==> config.mk <==
export PLATFORM = sky130hd
export DESIGN_NAME = mips_fetch_stage
export DESIGN_NICKNAME = d
export VERILOG_FILES = /design/src/rtl/mips_fetch_stage.sv
export SDC_FILE = /design/constraint.sdc
export NUM_CORES = 1
export LEC_CHECK = 0
export ABC_AREA = 1
export BUFFER_PORTS_ARGS = -buffer_cell sky130_fd_sc_hd__buf_2
export CAP_MARGIN = 40
export CORE_UTILIZATION = 45
export CTS_BUF_LIST = sky130_fd_sc_hd__clkbuf_8 sky130_fd_sc_hd__clkbuf_16
export CTS_CLUSTER_DIAMETER = 120
export CTS_CLUSTER_SIZE = 14
export DETAILED_ROUTE_END_ITERATION = 7
export PLACE_DENSITY_LB_ADDON = 0.2
export SLEW_MARGIN = 20
export SYNTH_ARGS = -nofsm -noshare
export SYNTH_HDL_FRONTEND = slang
export SYNTH_SLANG_ARGS = --single-unit
==> constraint.sdc <==
create_clock -name clk -period 1.7 [get_ports clk]
set_input_delay 0.255 -clock clk [delete_from_list [all_inputs] [get_ports clk]]
set_output_delay 0.255 -clock clk [all_outputs]
set_load 0.01 [all_outputs]
==> src/rtl/mips_fetch_stage.sv <==
// Instruction-fetch stage of the 5-stage MIPS core: owns the PC, addresses the
// instruction memory and registers the returned word into the IF/ID register.
module mips_fetch_stage #(
    parameter logic [31:0] RESET_PC  = 32'h0000_0000,
    parameter logic [31:0] NOP_INSTR = 32'h0000_0000
) (
    input  logic        clk,
    input  logic        rst_n,
    output logic [31:0] inst_mem_rd_addr_to_instmem,
    input  logic [31:0] instruction_i,
    input  logic        stall_i,
    input  logic        flush_i,
    input  logic        redirect_i,
    input  logic [31:0] redirect_pc_i,
    output logic [31:0] ifid_instr_o,
    output logic [31:0] ifid_pc_plus4_o,
    output logic        ifid_valid_o,
    output logic [31:0] fetch_count_o,
    output logic        misalign_err_o
);

    typedef enum logic [1:0] {
        IFID_CAPTURE,
        IFID_HOLD,
        IFID_SQUASH
    } ifid_action_e;

    logic [31:0]  pc_q, pc_d;
    logic [31:0]  ifid_instr_q, ifid_instr_d;
    logic [31:0]  ifid_pc_plus4_q, ifid_pc_plus4_d;
    logic         ifid_valid_q, ifid_valid_d;
    logic [31:0]  fetch_count_q, fetch_count_d;
    logic         misalign_err_q, misalign_err_d;
    logic [31:0]  pc_plus4;
    ifid_action_e ifid_action;

    // Wraps naturally at 2^32, so 32'hFFFF_FFFC advances to zero.
    assign pc_plus4 = pc_q + 32'd4;

    always_comb begin
        // NOTE: every signal gets a default first so no path through this block can infer a latch.
        pc_d           = pc_q;
        misalign_err_d = misalign_err_q;
        if (redirect_i) begin
            pc_d = {redirect_pc_i[31:2], 2'b00};
            if (redirect_pc_i[1:0] != 2'b00) begin
                misalign_err_d = 1'b1;
            end
        end else if (!stall_i) begin
            pc_d = pc_plus4;
        end
    end

    // A squash beats a stall so a bubble is inserted even while the PC holds.
    always_comb begin
        ifid_action = IFID_CAPTURE;
        if (flush_i || redirect_i) begin
            ifid_action = IFID_SQUASH;
        end else if (stall_i) begin
            ifid_action = IFID_HOLD;
        end
    end

    always_comb begin
        ifid_instr_d    = ifid_instr_q;
        ifid_pc_plus4_d = ifid_pc_plus4_q;
        ifid_valid_d    = ifid_valid_q;
        fetch_count_d   = fetch_count_q;
        unique case (ifid_action)
            IFID_SQUASH: begin
                ifid_instr_d    = NOP_INSTR;
                ifid_pc_plus4_d = 32'd0;
                ifid_valid_d    = 1'b0;
            end
            IFID_CAPTURE: begin
                ifid_instr_d    = instruction_i;
                ifid_pc_plus4_d = pc_plus4;
                ifid_valid_d    = 1'b1;
                fetch_count_d   = fetch_count_q + 32'd1;
            end
            default: ;
        endcase
    end

    // NOTE: state flops use non-blocking assignments so all registers update together at the edge.
    always_ff @(posedge clk or negedge rst_n) begin
        if (!rst_n) begin
            pc_q            <= RESET_PC;
            ifid_instr_q    <= NOP_INSTR;
            ifid_pc_plus4_q <= 32'd0;
            ifid_valid_q    <= 1'b0;
            fetch_count_q   <= 32'd0;
            misalign_err_q  <= 1'b0;
        end else begin
            pc_q            <= pc_d;
            ifid_instr_q    <= ifid_instr_d;
            ifid_pc_plus4_q <= ifid_pc_plus4_d;
            ifid_valid_q    <= ifid_valid_d;
            fetch_count_q   <= fetch_count_d;
            misalign_err_q  <= misalign_err_d;
        end
    end

    assign inst_mem_rd_addr_to_instmem = pc_q;
    assign ifid_instr_o                = ifid_instr_q;
    assign ifid_pc_plus4_o             = ifid_pc_plus4_q;
    assign ifid_valid_o                = ifid_valid_q;
    assign fetch_count_o               = fetch_count_q;
    assign misalign_err_o              = misalign_err_q;

endmodule

==> results.py <==
metrics = {
    "status": {
        "status": "complete, no violations",
    },
    "clock_tree": {
        "postCtsSetupRepairBufs": 0,
        "cts_max_path_buffers": 2,
        "htreeDepth": 4,
        "clkSinkCount": 126,
        "clock_latency_ns": 0.43,
        "clk_pin_slew_worst_paths_ns": 0.06,
        "tritoncts": "done",
        "cts_root_buf": "clkbuf_16",
        "numCtsBuffers": 17,
    },
    "setup_path": {
        "path_buf_inv": 2,
        "startpoint": "fetch_count_o[0]",
        "r2r_cells": 10,
        "crit_end": "fetch_count_o[28]",
        "rr_endpoint": "fetch_count_o[28]",
        "critPathMaxStageDelay_ns": 0.41,
        "path_common_cell": "nand2_1",
        "critPathLaunchType": "flop",
        "cp_cell_sequence": "ha_1 -> inv_1 -> nor2_1 -> inv_1 -> nor2_1 -> nand2_1 -> nand2_1 -> nand2_1 -> nand2_1 -> nand2_1",
        "end_kind": "flop",
        "crit_required_ns": 2.01,
        "critPathMaxFanout": 5,
        "slowest_stage": "dfrtp_1",
        "cp_top_family": "simple AND/OR/NAND/NOR gates",
        "worstPathArrival_ns": 1.84,
        "path_depth": 10,
        "r2r_start": "fetch_count_o[0]",
        "critical_path_class": "flop to flop",
        "regToRegSetupSlack_ns": 0.17,
    },
    "route": {
        "wl_per_cell_um": 14.3,
        "drt-initial-drc-count": 413,
        "drc": 0,
        "routed_wl_um": 18000,
        "ant_nets": 0,
        "via_per_inst": 4.88,
        "dr_total_vias": 6146,
        "first_pass_iters": 5,
    },
    "global_routing": {
        "grt_max_degree": 72,
        "grt_overflow": 0,
        "antenna_found_initial": 0,
        "grt_pass1_wl_um": 28100,
        "grt_use_total_pct": 24.4,
        "first_global_vias": 5576,
    },
    "synth": {
        "yosysTopAreaCell": "dfrtp_1",
        "yosysSeqAreaShare_pct": 47.2,
        "synth-async-reset-ratio_pct": 100,
        "synth_top_area_share_pct": 47.2,
        "synth_edf_count": 0,
        "synthesis.instances": 851,
        "ys_types": 33,
        "synth_flop_cell": "dfrtp_1",
        "synth.top_cells.by_area": "dfrtp_1 47%, nand2_1 19%, a22o_1 5.2%, nor2_1 4.6%, inv_1 4.2%",
        "netlist_area_um2": 6680,
        "ys_ff_latch": 126,
        "synth_area_per_cell_um2": 7.85,
        "yosysWarnings": 0,
    },
    "sta": {
        "rsz0062_at_grt": "false",
        "period_share_pct": 90.1,
        "finalSetupViolations": 0,
        "hold_viol": 0,
        "relSlewSlack_pct": 57.7,
        "fin_tns_setup_ns": 0,
        "fin_crit_ns": 1.53,
        "max_freq_ghz": 0.653,
        "tightest_slew_ns": 0.629,
        "skew_ns": 0.00775,
        "drv_slew": 0,
    },
    "die": {
        "die_area_um2": 15300,
        "die_w_um": 124,
        "die_h_um": 124,
        "io_pins": 199,
        "design.core.area_um2": 14500,
        "std_cell_rows": 44,
        "start_util_pct": 46.0,
    },
    "cells_and_area": {
        "fin_nets": 1133,
        "final_common_cell": "nand2_1",
        "layout_common_cells": "338 x nand2_1, 193 x buf_2, 126 x dfrtp_1, 82 x nor2_1, 75 x inv_1",
        "fill_cells": 1359,
        "final_area_um2": 8620,
        "multi_input_area_um2": 3070,
        "regArea_um2": 3150,
        "n_antenna_cell": 0,
        "drive_gt1_share_pct": 26.9,
        "area_delta_synth_final_pct": 29.1,
    },
    "flow_run": {
        "cap_viol_max_count": 0,
    },
    "pwr": {
        "ir_worst_vdd_uv": 734,
        "p_leak_uw": 0.00462,
        "power_density_nw_per_um2": 1000,
    },
    "placement": {
        "dp_hpwl_um": 13400,
        "place_congestion": 0.880,
        "portBuffers": 194,
        "placedInstanceArea_um2": 7940,
    },
    "min_path": {
        "hold_start": "redirect_pc_i[5]",
        "hold_class": "input port to flop",
    },
}
==> worst register-to-register path: cells and delay by family, from the launching register on <==
kind	cells	cell delay, ns
and+or+nand+nor	7	0.66
DFF	1	0.41
buffers and inverters	2	0.15
adders and majority gates	1	0.22
==> registers in the layout, summed over array words and instances (netlist names) <==
name                         cells
ifid_pc_plus4_o                 30
ifid_valid_o                     1
misalign_err_o                   1
fetch_count_o                   32
ifid_instr_o                    32
inst_mem_rd_addr_to_instmem     30
==> cell type report <==
class,instances,share of cell area (%)
repair buffers,216,13.8
multi-input cells,620,35.6
inverters,81,3.53
clock inverters,12,2.39
well taps,184,2.67
flip-flops and latches,126,36.6
clock buffers,20,5.41
==> per-stage QoR <==
stage | worst slack, ns | instances | hold WS (ns) | util, % | power (uW)
finish | 0.168 | 1259 | 0.0407 | 59.3 | 8630
global route | 0.00174 | 1259 | 0.0579 | 59.3 | 8990
CTS | 0.163 | 1259 | 0.0306 | 59.3 | 8700
detailed placement | 0.180 | 1226 | 0.288 | 54.6 | 4570
global placement | 0.194 | 1226 | 0.288 | 54.6 | 4560
floorplan | 0.182 | 854 | -0.0406 | - | 4020
==> worst min-delay path by stage <==
stage / end / slack [ns] / cells after the start
finish: inst_mem_rd_addr_to_instmem[5] / 0.04 / 3
global route: ifid_instr_o[29] / 0.06 / 2
CTS: inst_mem_rd_addr_to_instmem[5] / 0.03 / 3
detailed placement: fetch_count_o[13] / 0.29 / 2
global placement: fetch_count_o[13] / 0.29 / 2
floorplan: fetch_count_o[0] / -0.04 / 0
==> logic make-up (layout without fill, tap and decap cells) <==
kind of cell	after synthesis	count (layout)	synth area share (%)
xor+xnor	30	30	4.27
simple gates	509	509	32.9
fa+ha+maj	2	2	0.375
compound gates	75	75	8.26
buf+inv	108	329	6.97
flops	126	126	47.2
other cells	1	4	0.0561
==> cell usage after synthesis, drive strengths merged, types with 2 or more instances <==
master,number
nor2,103
dfrtp,126
nor3,3
clkbuf,6
a22o,40
nand4,8
xnor2,10
o21ai,24
o21bai,3
o211ai,6
buf,21
xor2,20
inv,81
nand3,45
nand2,348
ha,2
==> what timing repair did <==
action	4_1_cts	5_1_grt
hold buffers	1	0
gates resized for setup	0	0
endpoints found under the setup margin	0	0
endpoints found under the hold margin	126	0
==> routing by layer <==
layer	part of all wire (%)	vias to the layer above	GRT usage (%)
li1	-	3091	-
met1	46	2813	33.7
met2	45	215	37.0
met3	6.4	27	5.68
met4	1.9	0	9.19
met5	0	-	0
==> power by group <==
group	total [uW]	switching [uW]	internal (uW)
combinational	1130	687	438
clock	4110	1380	2730
sequential	3400	213	3180
Note: power is estimated with default switching activity, not from simulation.
